## src/rtl/bcd_xs3_pkg.sv

```systemverilog
// Shared definitions for the serial XS3 link (transmitter and receiver).
package bcd_xs3_pkg;

  localparam int                   DATA_BITS  = 4;
  localparam logic [DATA_BITS-1:0] XS3_OFFSET = 4'd3;
  localparam logic [DATA_BITS-1:0] BCD_MAX    = 4'd9;

  typedef enum logic {
    IDLE,
    SHIFT
  } frame_state_e;

  // Returns the code rearranged so that bit 0 is the first bit on the line.
  function automatic logic [DATA_BITS-1:0] line_order(
    input logic [DATA_BITS-1:0] code,
    input logic                 msb_first
  );
    return msb_first ? {code[0], code[1], code[2], code[3]} : code;
  endfunction

endpackage

```

## src/rtl/bcd_xs3_tx_if.sv

```systemverilog
// Digit handshake and serial line of the XS3 transmitter.
interface bcd_xs3_tx_if;
  import bcd_xs3_pkg::*;

  logic [DATA_BITS-1:0] bcd_in;
  logic                 in_valid;
  logic                 in_ready;
  logic                 y;
  logic                 sof;
  logic                 busy;
  logic                 err;

  modport master (
    output bcd_in, in_valid,
    input  in_ready, y, sof, busy, err
  );

  modport slave (
    input  bcd_in, in_valid,
    output in_ready, y, sof, busy, err
  );

endinterface

```

## src/rtl/bcd_to_xs3.sv

```systemverilog
// Combinational BCD digit to excess-3 code, with a legality flag for 0-9.
module bcd_to_xs3
  import bcd_xs3_pkg::*;
(
  input  logic [DATA_BITS-1:0] i_bcd,
  output logic                 o_legal,
  output logic [DATA_BITS-1:0] o_xs3
);

  assign o_legal = (i_bcd <= BCD_MAX);
  assign o_xs3   = i_bcd + XS3_OFFSET;

endmodule

```

## src/rtl/bcd_xs3_tx.sv

```systemverilog
// Serial excess-3 transmitter: BCD digits in over valid/ready, XS3 frames out one bit per clock.
// Define BCD_XS3_TX_PARITY_EN to append an even-parity bit, always last, to every frame.
//
// state | meaning
// IDLE  | line parked at IDLE_BIT, nothing in flight
// SHIFT | frame on y; r_cnt counts remaining bits down to 0 (last bit)
module bcd_xs3_tx
  import bcd_xs3_pkg::*;
#(
  parameter logic MSB_FIRST = 1'b0,
  parameter logic IDLE_BIT  = 1'b0
) (
  input  logic         clk,
  input  logic         rst_n,
  bcd_xs3_tx_if.slave  bus
);

`ifdef BCD_XS3_TX_PARITY_EN
  localparam int FRAME_BITS = DATA_BITS + 1;
`else
  localparam int FRAME_BITS = DATA_BITS;
`endif
  localparam logic [2:0] CNT_LOAD = 3'(FRAME_BITS - 1);

  frame_state_e            r_state;
  logic [2:0]              r_cnt;
  logic [FRAME_BITS-2:0]   r_shift;
  logic [FRAME_BITS-1:0]   r_hold;
  logic                    r_hold_full;
  logic                    r_y;
  logic                    r_sof;
  logic                    r_busy;
  logic                    r_err;

  logic                    w_legal;
  logic [DATA_BITS-1:0]    w_xs3;
  logic [DATA_BITS-1:0]    w_order;
  logic [FRAME_BITS-1:0]   w_frame;
  logic                    w_accept;
  logic                    w_take;
  logic                    w_load;
  logic                    w_unload;
  logic                    w_step;
  logic                    w_stash;
  logic                    w_to_idle;
  logic [FRAME_BITS-1:0]   w_load_frame;

  bcd_to_xs3 u_conv (
    .i_bcd   (bus.bcd_in),
    .o_legal (w_legal),
    .o_xs3   (w_xs3)
  );

  assign w_order = line_order(w_xs3, MSB_FIRST);
`ifdef BCD_XS3_TX_PARITY_EN
  assign w_frame = {^w_xs3, w_order};
`else
  assign w_frame = w_order;
`endif

  assign w_accept = bus.in_valid && !r_hold_full;
  assign w_take   = w_accept && w_legal;

  always_comb begin
    w_load       = 1'b0;
    w_unload     = 1'b0;
    w_step       = 1'b0;
    w_stash      = 1'b0;
    w_to_idle    = 1'b0;
    w_load_frame = w_frame;
    case (r_state)
      IDLE: w_load = w_take;
      SHIFT: begin
        if (r_cnt == 3'd0) begin
          // Last bit: the next frame follows with no gap, holding register first.
          if (r_hold_full) begin
            w_load       = 1'b1;
            w_unload     = 1'b1;
            w_load_frame = r_hold;
          end else if (w_take) begin
            w_load = 1'b1;
          end else begin
            w_to_idle = 1'b1;
          end
        end else begin
          w_step  = 1'b1;
          w_stash = w_take;
        end
      end
      default: w_to_idle = 1'b1;
    endcase
  end

  always_ff @(posedge clk or negedge rst_n) begin
    if (!rst_n) begin
      r_state     <= IDLE;
      r_cnt       <= 3'd0;
      r_shift     <= '0;
      r_hold      <= '0;
      r_hold_full <= 1'b0;
      r_y         <= IDLE_BIT;
      r_sof       <= 1'b0;
      r_busy      <= 1'b0;
      r_err       <= 1'b0;
    end else begin
      r_sof <= 1'b0;
      r_err <= w_accept && !w_legal;
      if (w_load) begin
        r_state <= SHIFT;
        r_y     <= w_load_frame[0];
        r_shift <= w_load_frame[FRAME_BITS-1:1];
        r_cnt   <= CNT_LOAD;
        r_sof   <= 1'b1;
        r_busy  <= 1'b1;
      end else if (w_step) begin
        r_cnt   <= r_cnt - 3'd1;
        r_y     <= r_shift[0];
        r_shift <= r_shift >> 1;
      end else if (w_to_idle) begin
        r_state <= IDLE;
        r_y     <= IDLE_BIT;
        r_busy  <= 1'b0;
      end
      if (w_stash) begin
        r_hold      <= w_frame;
        r_hold_full <= 1'b1;
      end else if (w_unload) begin
        r_hold_full <= 1'b0;
      end
    end
  end

  assign bus.in_ready = !r_hold_full;
  assign bus.y        = r_y;
  assign bus.sof      = r_sof;
  assign bus.busy     = r_busy;
  assign bus.err      = r_err;

endmodule

```

## src/flat_wrapper.sv

```systemverilog
// flat-port wrapper written by rule: the top's interface ports become plain ports
module bcd_xs3_tx_flat import bcd_xs3_pkg::*;
#(
  parameter logic MSB_FIRST = 1'b0,
  parameter logic IDLE_BIT  = 1'b0
)
  (clk, rst_n, bus_bcd_in, bus_in_valid, bus_in_ready, bus_y, bus_sof, bus_busy, bus_err);
  bcd_xs3_tx_if bus_i ();
  input  logic clk;
  input  logic rst_n;
  input wire logic [$bits(bus_i.bcd_in)-1:0] bus_bcd_in;
  input wire logic [$bits(bus_i.in_valid)-1:0] bus_in_valid;
  output wire logic [$bits(bus_i.in_ready)-1:0] bus_in_ready;
  output wire logic [$bits(bus_i.y)-1:0] bus_y;
  output wire logic [$bits(bus_i.sof)-1:0] bus_sof;
  output wire logic [$bits(bus_i.busy)-1:0] bus_busy;
  output wire logic [$bits(bus_i.err)-1:0] bus_err;
  assign bus_i.bcd_in = bus_bcd_in;
  assign bus_i.in_valid = bus_in_valid;
  assign bus_in_ready = bus_i.in_ready;
  assign bus_y = bus_i.y;
  assign bus_sof = bus_i.sof;
  assign bus_busy = bus_i.busy;
  assign bus_err = bus_i.err;
  bcd_xs3_tx #(.MSB_FIRST(MSB_FIRST), .IDLE_BIT(IDLE_BIT)) u_core (.clk(clk), .rst_n(rst_n), .bus(bus_i));
endmodule
```

## config.mk

```make
export PLATFORM = sky130hd
export DESIGN_NAME = bcd_xs3_tx_flat
export DESIGN_NICKNAME = d
export VERILOG_FILES = /design/src/rtl/bcd_xs3_pkg.sv /design/src/rtl/bcd_xs3_tx_if.sv /design/src/rtl/bcd_to_xs3.sv /design/src/rtl/bcd_xs3_tx.sv /design/src/flat_wrapper.sv
export SDC_FILE = /design/constraint.sdc
export NUM_CORES = 1
export LEC_CHECK = 0
export ABC_AREA = 1
export CELL_PAD_IN_SITES_DETAIL_PLACEMENT = 1
export CELL_PAD_IN_SITES_GLOBAL_PLACEMENT = 1
export CORE_MARGIN = 3
export CORE_UTILIZATION = 45
export CTS_BUF_LIST = sky130_fd_sc_hd__clkbuf_4 sky130_fd_sc_hd__clkbuf_8
export CTS_CLUSTER_SIZE = 20
export DETAILED_ROUTE_END_ITERATION = 10
export DONT_BUFFER_PORTS = 1
export PLACE_DENSITY = 0.85
export SYNTH_ARGS = -nofsm -noshare
export SYNTH_HDL_FRONTEND = slang
export SYNTH_SLANG_ARGS = --single-unit
```

## constraint.sdc

```tcl
create_clock -name clk -period 2.6 [get_ports clk]
set_clock_uncertainty 0.05 [all_clocks]
set_input_delay 0.65 -clock clk [delete_from_list [all_inputs] [get_ports clk]]
set_output_delay 0.65 -clock clk [all_outputs]
set_load 0.05 [all_outputs]
```

== After elaboration in Yosys (flattened, before gate mapping) ==
Index checks and enable logic that the tools add are counted.

* $add $sub $neg: 2
* $lt $le $gt $ge: 1
* Equality and inequality tests: 1
* Muxes and demuxes: 30
* Bitwise operators: 1
* Reductions and logical operators: 11

{| class="wikitable"
|+ Operators with widths
! operator !! count
|-
| $mux W1 || 22
|-
| $mux W3 || 4
|-
| $mux W4 || 3
|-
| $reduce_bool A2 Y1 || 3
|-
| $add A4 B2 Y4 const B || 1
|-
| $le A4 B4 Y1 const B || 1
|-
| $logic_and A1 B1 Y1 || 3
|-
| $logic_not A3 Y1 || 1
|-
| $reduce_bool A3 Y1 || 1
|-
| $sub A3 B1 Y3 const B || 1
|-
| $logic_not A1 Y1 || 2
|-
| $ne A2 B1 Y1 const B || 1
|-
| $pmux W1 S2 || 1
|-
| $reduce_and A2 Y1 || 1
|-
| $not A1 Y1 || 1
|}

* Register bits: 15
* Output and inout bits: 5
* Logic and storage cells: 54

== Logic depth before layout (Yosys ltp) ==
Gate-level depths: netlist (run 1).

* Depth in word-level cells: 10
* Mapped depth: 10
* Depth with buffers taken out: 10

== By module ==
Synthesis (run 1) repeated with hierarchy kept, for this count alone.

* Cell total of the unflattened synthesis: 100
* Area, all modules: 810.8 µm²

{| class="wikitable"
|+ By module, submodules not included
! module !! instances !! cells each !! area each (µm²) !! sequential area each (µm²)
|-
| bcd_xs3_tx || 1 || 86 || 732.0 || 375.4
|-
| bcd_to_xs3 || 1 || 14 || 78.8 || 0.0
|}

== Worst setup path before layout (run 1) ==
No wires, ideal clock.

* Path kind: input port to flip-flop
* Start point: in bus_bcd_in[1]
* End point: reg u_core.r_hold[1]
* Setup time: 121 ps
* Arrival time: 1421 ps
* Data required time: 2429 ps
* Slack: 1008 ps
* Stages on the path: 9
* Path buffers: 0
* Cell sequence: inv_1 > ha_1 > nand2_1 > nand3_2 > nand2_1 > nor2_2 > inv_2 > nand2_1 > o21ai_1

* Longest elaborated chain between the ends: 4

{| class="wikitable"
|+ RTL lines
! what !! RTL line !! text
|-
| from (decl) || flat_wrapper.sv:11 || <nowiki>input wire logic [$bits(bus_i.bcd_in)-1:0] bus_bcd_in;</nowiki>
|-
| $le A4 B4 Y1 || bcd_to_xs3.sv:10 || <nowiki>assign o_legal = (i_bcd <= BCD_MAX);</nowiki>
|-
| $logic_and A1 B1 Y1 || bcd_xs3_tx.sv:62 || <nowiki>assign w_take = w_accept && w_legal;</nowiki>
|-
| $mux W1 || bcd_xs3_tx.sv:74 || <nowiki>if (r_cnt == 3'd0) begin</nowiki>
|-
| $mux W1 || bcd_xs3_tx.sv:71 || <nowiki>case (r_state)</nowiki>
|-
| to (signal assigned) || bcd_xs3_tx.sv:125 || <nowiki>r_hold <= w_frame;</nowiki>
|-
| to (decl) || bcd_xs3_tx.sv:28 || <nowiki>logic [FRAME_BITS-1:0] r_hold;</nowiki>
|}

Several ways; a longest one is shown, not always the timed one.
A chain may end at the register's enable or synchronous reset.

== Final worst setup path (run 1) ==
* Start point: reg u_core.r_hold_full
* End point: out bus_in_ready

* Longest elaborated chain between the ends: 1

{| class="wikitable"
|+ RTL lines
! what !! RTL line !! text
|-
| from (decl) || bcd_xs3_tx.sv:29 || <nowiki>logic r_hold_full;</nowiki>
|-
| from (signal assigned) || bcd_xs3_tx.sv:100 || <nowiki>r_hold_full <= 1'b0;</nowiki>
|-
| from (signal assigned) || bcd_xs3_tx.sv:126 || <nowiki>r_hold_full <= 1'b1;</nowiki>
|-
| from (signal assigned) || bcd_xs3_tx.sv:128 || <nowiki>r_hold_full <= 1'b0;</nowiki>
|-
| $logic_not A1 Y1 || bcd_xs3_tx.sv:133 || <nowiki>assign bus.in_ready = !r_hold_full;</nowiki>
|-
| to (decl) || flat_wrapper.sv:13 || <nowiki>output wire logic [$bits(bus_i.in_ready)-1:0] bus_in_ready;</nowiki>
|}

No other way between the ends.

==> metrics.yaml, run 1 <==
outcome: "completed"
critical_path.endpoint_type: "primary output"
detailedRoute.firstIterationViolations: 2
critical-path-slowest-cell: "dfrtp_1"
grt_setup_unrepaired: "false"
sequentialPowerShare: 0.487
wirelength_per_cell_um: 14.3
nets: 113
worst_hold_path.num_cells: 1
cp_data_arrival_time_ns: 1.08
final_common_cell: "nand2_1"
detailedRoute.firstPassIterationCount: 4
syn-num-nets: 106
post-route-drc-count: 0
cts_tree: "built"
ys.flop_type: "dfrtp_1"
grt_start_max_net_pins: 10
worst_pin_slew_ns: 0.656
yosysWarningCount: 0
fin_crit_sh: 0.686
finalWorstPathRequiredPeriod_ns: 1.78
critical_path.n_buffers_inverters: 1
final-setup-viol-count: 0
critical-path-max-stage-delay_ns: 0.44
layout.cells.most_common_list: "nand2_1 (25), inv_1 (15), dfrtp_1 (15), nor2_1 (6), o21ai_0 (6)"
cts-htree-levels: 1
timing.critical_path.required_ns: 1.90
final_total_negative_setup_slack_ns: 0
netlist_area_um2: 793
min_path_type: "in -> reg"
design.portCount: 12
avgSynthCellArea_um2: 8.35
cts_made_buffers: 3
slew_headroom: 0.562
vias_in_the_first_global_route: 658
routed_wire_length_um: 1670
drv_slew: 0
p_int_uw: 526
power.clock.fraction: 0.147
crit_path_max_fanout: 5
fp-row-count: 14
antenna_violating_nets_post_route: 0
timing.setup.critical_path_class: "reg -> out"
max_freq_ghz: 0.560
ys_seq_elements: 15
power_switching_share: 0.470
timing.final.hold_violations: 0
antenna_found_initial: 0
synth_edf_count: 0
die_h_um: 48.0
p_sw_uw: 466
cts_root_buffer: "clkbuf_4"
post_route_cells_drive_above_1_share: 0.139
track_usage: 0.176
ys_seq_area_frac: 0.473
timing.critical_path.depth: 1
floorplan.initialDensity: 0.503
pwr-share-comb: 0.366
gp_congestion: 0.760
synth_cells: 95
buffer_ports.inserted: 0
worstPathCellList: "inv_1"
antenna_cells_inserted: 0
fin_worst_hold_slack_ns: 0.396
core_area_mm2: 0.00158
die_area_mm2: 0.00230
reg2reg_path_depth: 10
dpl.hpwl_um: 1330
timing.critical_path.max_delay_family: "flip-flops"
cts.path.max_buffers: 2
chipWidth_um: 48.0
power.leakage_nw: 0.456
synth-async-reset-ratio: 1.00
powerDensity_mw_per_mm2: 1150
synthDistinctLibCells: 19
via_per_inst: 5.39
grt_pass1_wl_um: 2750
routed-via-count: 631
clkSinkCount: 15
setup.worst_path.start_class: "register"
worst_setup_hold_path_clk_slew_ns: 0.10
grt_overflow: 0
postCtsResizedCells: 0
worstSkewPairLatency_ns: 0.28
area_delta_synth_final_pct: 8.83
vdd.ir_drop.worst_mv: 0.554
maxCapViolCount: 0
## synth_stat cells (2+ instances only)
cell | n | area (um2)
nand2_1 | 25 | 93.8
dfrtp_1 | 15 | 375
inv_1 | 15 | 56.3
nor2_1 | 6 | 22.5
o21ai_0 | 6 | 30.0
ha_1 | 4 | 50.1
nand3_1 | 4 | 20.0
nand3_2 | 4 | 40.0
inv_2 | 3 | 11.3
o21ai_1 | 3 | 15.0
xnor2_1 | 2 | 17.5
## metrics by stage
| stage | util | total power, mW | std cells | instance area, um2 | worst slack (ns) |
|---|---|---|---|---|---|
| finish | 0.548 | 0.992 | 117 | 863 | 0.815 |
| global route | 0.548 | 1.07 | 117 | 863 | 0.774 |
| CTS | 0.541 | 1.00 | 116 | 853 | 0.809 |
| detailed placement | 0.516 | 0.853 | 111 | 813 | 0.830 |
| global placement | 0.516 | 0.828 | 111 | 813 | 0.948 |
| floorplan | - | 0.761 | 95 | 793 | 1.01 |
## final cells by class
type	instances	area [um2]
sequential	15	375
clock buffer	4	30.0
tap	16	20.0
inverter	18	67.6
fill	201	713
multi-input combinational	62	350
timing repair buffer	2	20.0
## cell families (layout without fill, tap and decap cells)
kind of cell | count (synthesis) | count (layout) | share of synthesized area
compound gates | 11 | 11 | 0.0836
flops | 15 | 15 | 0.473
xor+xnor | 3 | 3 | 0.0331
fa+ha+maj | 4 | 4 | 0.0631
buf+inv | 18 | 24 | 0.0852
simple gates | 44 | 44 | 0.262
## state kept, by name (all words and copies together), names as in the netlist
signal,count
u_core.bus.err,1
u_core.r_hold,4
u_core.bus.sof,1
u_core.r_shift,3
u_core.r_cnt,3
u_core.r_state,1
u_core.r_hold_full,1
u_core.bus.y,1
## final timing paths
check	from	end	slack [ns]
worst max-delay path	u_core.r_hold_full$_DFFE_PN0P_	bus_in_ready	0.82
worst max register to register	u_core.r_cnt[0]$_DFFE_PN0P_	u_core.bus.y$_DFFE_PN0P_	1.01
worst min register to register	u_core.r_shift[1]$_DFFE_PN0P_	u_core.r_shift[1]$_DFFE_PN0P_	0.44
min in group asynchronous	rst_n	u_core.bus.err$_DFF_PN0_	0.65
worst min-delay path	bus_bcd_in[0]	u_core.r_hold[0]$_DFFE_PN0P_	0.40
max in group asynchronous	rst_n	u_core.r_shift[2]$_DFFE_PN0P_	1.57
## routing by layer
layer | vias to the layer above | part of all wire | GRT usage
met5 | - | 0 | 0
met4 | 0 | 0.014 | 0.0645
met3 | 4 | 0.039 | 0.0451
met2 | 11 | 0.52 | 0.314
met1 | 313 | 0.42 | 0.200
li1 | 303 | - | -
## repair_timing
| action | in CTS | in global routing |
|---|---|---|
| endpoints found under the hold margin | 7 | 8 |
| hold buffers | 1 | 1 |
| setup buffers | 0 | 0 |
## power groups by stage
stage | Clock [mW] | Combinational [mW] | Sequential (mW)
floorplan | 0 | 0.292 | 0.469
global placement | 0 | 0.342 | 0.486
detailed placement | 0 | 0.364 | 0.489
CTS | 0.146 | 0.370 | 0.484
global route | 0.160 | 0.418 | 0.495
finish | 0.146 | 0.363 | 0.483
Power figures use the tool's default switching activity.
==> run 2: changes to the inputs <==
- clock period: 2.6 -> 1.67 ns (I/O delays scaled with it)
==> run 2 against run 1 <==
Against the previous run: core utilization up 0.95 points; non-clock buffer count grew 1; highest routed layer unchanged; routed wire length rose by 0.12%.
==> metrics.yaml, run 2 (same netlist as run 1, synthesis figures left out) <==
outcome: "completed"  # unchanged
fin_crit_sh: 0.947
grt_overflow: 0  # unchanged
min_path_type: "in -> reg"  # unchanged
worstSkewPairLatency_ns: 0.28  # about the same
fp-row-count: 14  # unchanged
final-setup-viol-count: 0  # unchanged
worst_pin_slew_ns: 0.700  # was 0.656 ns
post-route-drc-count: 0  # unchanged
worstPathCellList: "inv_1"  # unchanged
core_area_mm2: 0.00158  # unchanged
finalWorstPathRequiredPeriod_ns: 1.58
dpl.hpwl_um: 1270  # was 1330 um
chipWidth_um: 48.0  # unchanged
drv_slew: 0  # unchanged
floorplan.initialDensity: 0.503  # unchanged
timing.final.hold_violations: 0  # unchanged
powerDensity_mw_per_mm2: 1790  # was 1150 mW/mm2
slew_headroom: 0.532  # was 0.562
cts_made_buffers: 3  # unchanged
grt_setup_unrepaired: "true"  # was false
cp_data_arrival_time_ns: 1.11  # was 1.08 ns
post_route_cells_drive_above_1_share: 0.167  # was 0.139
grt_start_max_net_pins: 16  # was 10
power_mw: 1.57  # was 992 uW
critical_path.endpoint_type: "primary output"  # unchanged
routed-via-count: 610  # was 631
buffer_ports.inserted: 0  # unchanged
maxCapViolCount: 0  # unchanged
largest_register: "u_core.r_hold"  # unchanged
reg_top3: "u_core.r_hold x4, u_core.r_cnt x3, u_core.r_shift x3"  # unchanged
max_freq_ghz: 0.632
worst_setup_hold_path_clk_slew_ns: 0.09  # was 0.10 ns
vias_in_the_first_global_route: 637  # was 658
critical-path-max-stage-delay_ns: 0.46  # was 0.44 ns
layout.cells.most_common_list: "nand2_1 (25), inv_1 (15), dfrtp_1 (15), o21ai_0 (6), nor2_1 (5)"  # was nand2_1 (25), inv_1 (15), dfrtp_1 (15), nor2_1 (6), o21ai_0 (6)
detailedRoute.firstPassIterationCount: 4  # unchanged
crit_path_max_fanout: 5  # unchanged
gp_congestion: 0.755  # was 0.760
vdd.ir_drop.worst_mv: 0.859  # was 0.554 mV
finalInstanceArea_um2: 878  # was 863 um2
track_usage: 0.178  # was 0.176
power.leakage_nw: 0.461  # was 0.456 nW
routed_wire_length_um: 1670  # about the same
cts_tree: "built"  # unchanged
grt_pass1_wl_um: 2800  # was 2750 um
design.portCount: 12  # unchanged
critical-path-slowest-cell: "dfrtp_1"  # unchanged
cts.path.max_buffers: 2  # unchanged
largest_register_ff_count: 4  # unchanged
via_per_inst: 5.17  # was 5.39
antenna_found_initial: 0  # unchanged
placed_inst_area_um2: 821  # was 813 um2
cts-htree-levels: 1  # unchanged
cts_root_buffer: "clkbuf_4"  # unchanged
clkSinkCount: 15  # unchanged
area_delta_synth_final_pct: 10.7  # was 8.83%
wirelength_per_cell_um: 14.2  # was 14.3 um
timing.critical_path.required_ns: 1.20  # was 1.90 ns
final_common_cell: "nand2_1"  # unchanged
antenna_cells_inserted: 0  # unchanged
antenna_violating_nets_post_route: 0  # unchanged
nets: 114  # was 113
timing.hold.worst.start: "bus_bcd_in[0]"  # unchanged
die_area_mm2: 0.00230  # unchanged
critical_path.reg2reg.startpoint: "u_core.r_cnt[0]$_DFFE_PN0P_"  # unchanged
timing.setup.critical_path_class: "reg -> out"  # unchanged
detailedRoute.firstIterationViolations: 10  # was 2
timing.critical_path.from: "u_core.r_hold_full$_DFFE_PN0P_"  # unchanged
setup.worst_path.start_class: "register"  # unchanged
critical_path.n_buffers_inverters: 1  # unchanged
die_h_um: 48.0  # unchanged
timing.critical_path.max_delay_family: "flip-flops"  # unchanged
[run 2: path summary, 6_finish.rpt]
path | end | slack, ns | depth (start not counted)
min in group asynchronous | u_core.bus.err$_DFF_PN0_ | 0.57 | 1
setup reg to reg | u_core.r_shift[0]$_DFFE_PN0P_ | 0.11 | 8
max in group asynchronous | u_core.r_shift[2]$_DFFE_PN0P_ | 0.55 | 1
hold reg to reg | u_core.r_shift[1]$_DFFE_PN0P_ | 0.44 | 2
setup / recovery | bus_in_ready | 0.09 | 1
hold / removal | u_core.r_hold[0]$_DFFE_PN0P_ | 0.17 | 1
[run 2: routing by layer]
metal  up-vias  wire length [um]  GRT usage
met5         -                 0          0
met4         0                15     0.0645
met3         2                51     0.0338
met2        11               834      0.325
met1       284               769      0.205
li1        313                 -          -
[run 2: area by class of cell]
| cell class | instances | area [um2] |
|---|---|---|
| Tap cell | 16 | 20.0 |
| Multi-Input combinational cell | 62 | 360 |
| Clock buffer | 4 | 30.0 |
| Fill cell | 206 | 698 |
| Timing Repair Buffer | 3 | 25.0 |
| Inverter | 18 | 67.6 |
| Sequential cell | 15 | 375 |
[run 2: repair_timing]
action / in CTS / in global routing
endpoints found under the setup margin: 0 / 4
hold buffers: 1 / 0
setup buffers: 0 / 1
gates resized for setup: 0 / 2
hold endpoints to repair: 15 / 0
[run 2: where the power goes]
part           total (mW)  internal, mW  switching [mW]
Sequential          0.723         0.519           0.204
Clock               0.217         0.109           0.108
Combinational       0.633         0.212           0.421
[run 2: per-stage QoR]
stage / hold WS (ns) / util / setup TNS (ns) / worst slack, ns / cells
final: 0.170 / 0.557 / 0 / 0.0887 / 118
after CTS: 0.165 / 0.546 / 0 / 0.0807 / 117
after global routing: 0.155 / 0.557 / -0.0400 / -0.0212 / 118
after detailed placement: 0.0723 / 0.521 / 0 / 0.0993 / 112
after global placement: 0.0722 / 0.521 / 0 / 0.174 / 112
after floorplan: 0.0719 / - / 0 / 0.281 / 95
==> run 3: changes to the inputs <==
- clock period: 1.67 -> 1.8 ns (I/O delays scaled with it)
==> run 3 against run 2 <==
Against the previous run: via count is 3.9% higher; total power fell by 8.3%; register-to-register slack improved by 0.08 ns; combinational power decreased by 9.8%; flip-flop and latch count unchanged; sequential share of layout area is 0.87 points higher; critical path depth up 9; sequential power is 8.6% lower; count of clock-buffer cells in the layout unchanged; clock power fell by 3%; core utilization is 1.1 points lower; worst hold slack better by 0.024 ns; critical path type is now reg -> reg.
==> metrics.yaml, run 3 (same netlist as run 1, synthesis figures left out) <==
crit-reg2reg-capture: "u_core.bus.y$_DFFE_PN0P_"  # was u_core.r_shift[0]$_DFFE_PN0P_
detailedRoute.firstIterationViolations: 14  # was 10
worstSkewPairLatency_ns: 0.28  # about the same
grt_setup_unrepaired: "false"  # was true
finalCoreUtilization: 0.546  # was 0.557
buffer_ports.inserted: 0  # unchanged
timing.critical_path.from: "u_core.r_cnt[0]$_DFFE_PN0P_"  # was u_core.r_hold_full$_DFFE_PN0P_
finalInstanceArea_um2: 861  # was 878 um2
grt_pass1_wl_um: 2750  # was 2800 um
worst_setup_hold_path_clk_slew_ns: 0.09  # about the same
area_delta_synth_final_pct: 8.52  # was 10.7%
timing.critical_path.to: "u_core.bus.y$_DFFE_PN0P_"  # was bus_in_ready
design.portCount: 12  # unchanged
die_h_um: 48.0  # unchanged
cts_made_buffers: 3  # unchanged
core_area_mm2: 0.00158  # unchanged
wirelength_per_cell_um: 14.2  # about the same
nets: 113  # was 114
finalWorstPathRequiredPeriod_ns: 1.61
postCtsResizedCells: 0  # unchanged
fin_ws_ns: 0.186  # was 0.0887 ns
maxCapViolCount: 0  # unchanged
chipWidth_um: 48.0  # unchanged
antenna_cells_inserted: 0  # unchanged
track_usage: 0.179  # was 0.178
clkSinkCount: 15  # unchanged
vias_in_the_first_global_route: 632  # was 637
antenna_found_initial: 0  # unchanged
crit_path_max_fanout: 6  # was 5
timing.final.hold_violations: 0  # unchanged
placed_inst_area_um2: 821  # unchanged
outcome: "completed"  # unchanged
n_fill_cell: 197  # was 206
timing.critical_path.required_ns: 1.98  # was 1.20 ns
antenna_violating_nets_post_route: 0  # unchanged
min_path_type: "in -> reg"  # unchanged
gp_congestion: 0.748  # was 0.755
die_area_mm2: 0.00230  # unchanged
worst_pin_slew_ns: 0.694  # was 0.700 ns
post_cts.repair.setup_buffers: 0  # unchanged
final_total_negative_setup_slack_ns: 0  # unchanged
layout.cells.most_common_list: "nand2_1 (25), inv_1 (15), dfrtp_1 (15), nor2_1 (6), o21ai_0 (6)"  # was nand2_1 (25), inv_1 (15), dfrtp_1 (15), o21ai_0 (6), nor2_1 (5)
cts.path.max_buffers: 2  # unchanged
post-route-drc-count: 0  # unchanged
critical_path.reg2reg.startpoint: "u_core.r_cnt[0]$_DFFE_PN0P_"  # unchanged
cts-htree-levels: 1  # unchanged
fin_crit_sh: 0.897
grt_start_max_net_pins: 16  # unchanged
placed_cells_incl_taps: 112  # unchanged
detailedRoute.firstPassIterationCount: 4  # unchanged
post_route_cells_drive_above_1_share: 0.149  # was 0.167
slew_headroom: 0.536  # was 0.532
power_mw: 1.44  # was 1.57 mW
routed_wire_length_um: 1660  # was 1670 um
detailedPlace.worstSlack_ns: 0.217  # was 0.0993 ns
largest_register_ff_count: 4  # unchanged
drv_slew: 0  # unchanged
cts_tree: "built"  # unchanged
reg2reg_path_depth: 10  # was 8
dpl.hpwl_um: 1280  # was 1270 um
timing.setup.critical_path_class: "reg -> reg"  # was reg -> out
floorplan.initialDensity: 0.503  # unchanged
fin_worst_hold_slack_ns: 0.194  # was 0.170 ns
final-setup-viol-count: 0  # unchanged
cts_root_buffer: "clkbuf_4"  # unchanged
grt_overflow: 0  # unchanged
routed-via-count: 634  # was 610
powerDensity_mw_per_mm2: 1680  # was 1790 mW/mm2
final_cells: 117  # was 118
power.leakage_nw: 0.457  # was 0.461 nW
vdd.ir_drop.worst_mv: 0.786  # was 0.859 mV
fp-row-count: 14  # unchanged
final_common_cell: "nand2_1"  # unchanged
max_freq_ghz: 0.619
critical_path.endpoint_type: "register"  # was primary output
setup.worst_path.start_class: "register"  # unchanged
via_per_inst: 5.42  # was 5.17
reg_top3: "u_core.r_hold x4, u_core.r_cnt x3, u_core.r_shift x3"  # unchanged
largest_register: "u_core.r_hold"  # unchanged
cp_data_arrival_time_ns: 1.79  # was 1.11 ns
timing.reg2reg.setup_slack_ns: 0.19  # was 0.11 ns
-- run 3: final cells by class --
cell class                 instances  area, um2  area share
sequential                        15        375       0.436
multi-input combinational         62        350       0.407
inverter                          18       67.6      0.0785
clock buffer                       4       30.0      0.0349
tap                               16       20.0      0.0233
timing repair buffer               2       17.5      0.0203
-- run 3: how the worst min path moves through the flow --
| stage | endpoint | cells after the start | start | slack (ns) |
|---|---|---|---|---|
| after CTS | u_core.r_hold[0]$_DFFE_PN0P_ | 1 | bus_bcd_in[0] | 0.19 |
| after global placement | u_core.bus.sof$_DFF_PN0_ | 0 | rst_n | 0.10 |
| after global routing | u_core.r_hold[0]$_DFFE_PN0P_ | 1 | bus_bcd_in[0] | 0.17 |
| final | u_core.r_hold[0]$_DFFE_PN0P_ | 1 | bus_bcd_in[0] | 0.19 |
| after floorplan | u_core.bus.err$_DFF_PN0_ | 0 | rst_n | 0.10 |
| after detailed placement | u_core.bus.sof$_DFF_PN0_ | 0 | rst_n | 0.10 |
-- run 3: power by group --
part	internal (mW)	leakage [nW]	switching, mW
Combinational	0.189	0.252	0.382
Clock	0.101	0.0184	0.108
Sequential	0.482	0.186	0.180
-- run 3: what timing repair did --
item | 4_1_cts | 5_1_grt
endpoints found under the hold margin | 15 | 0
hold buffers | 1 | 0
endpoints found under the setup margin | 0 | 0
-- run 3: routing by layer --
metal / GRT usage / vias up / routed length [um]
met5: 0 / - / 0
li1: - / 309 / -
met3: 0.0489 / 4 / 68
met1: 0.188 / 308 / 739
met4: 0.0806 / 0 / 24
met2: 0.327 / 13 / 827
-- run 3: critical path, cell delays in order (launching register included) --
cell and delay (ns):
dfrtp_1 0.39, inv_1 0.11, ha_1 0.16, inv_1 0.07, nor2_1 0.19, nand3_2 0.19
inv_2 0.13, nand2_1 0.05, o21ai_1 0.09, nand2_1 0.07, nand3_1 0.06
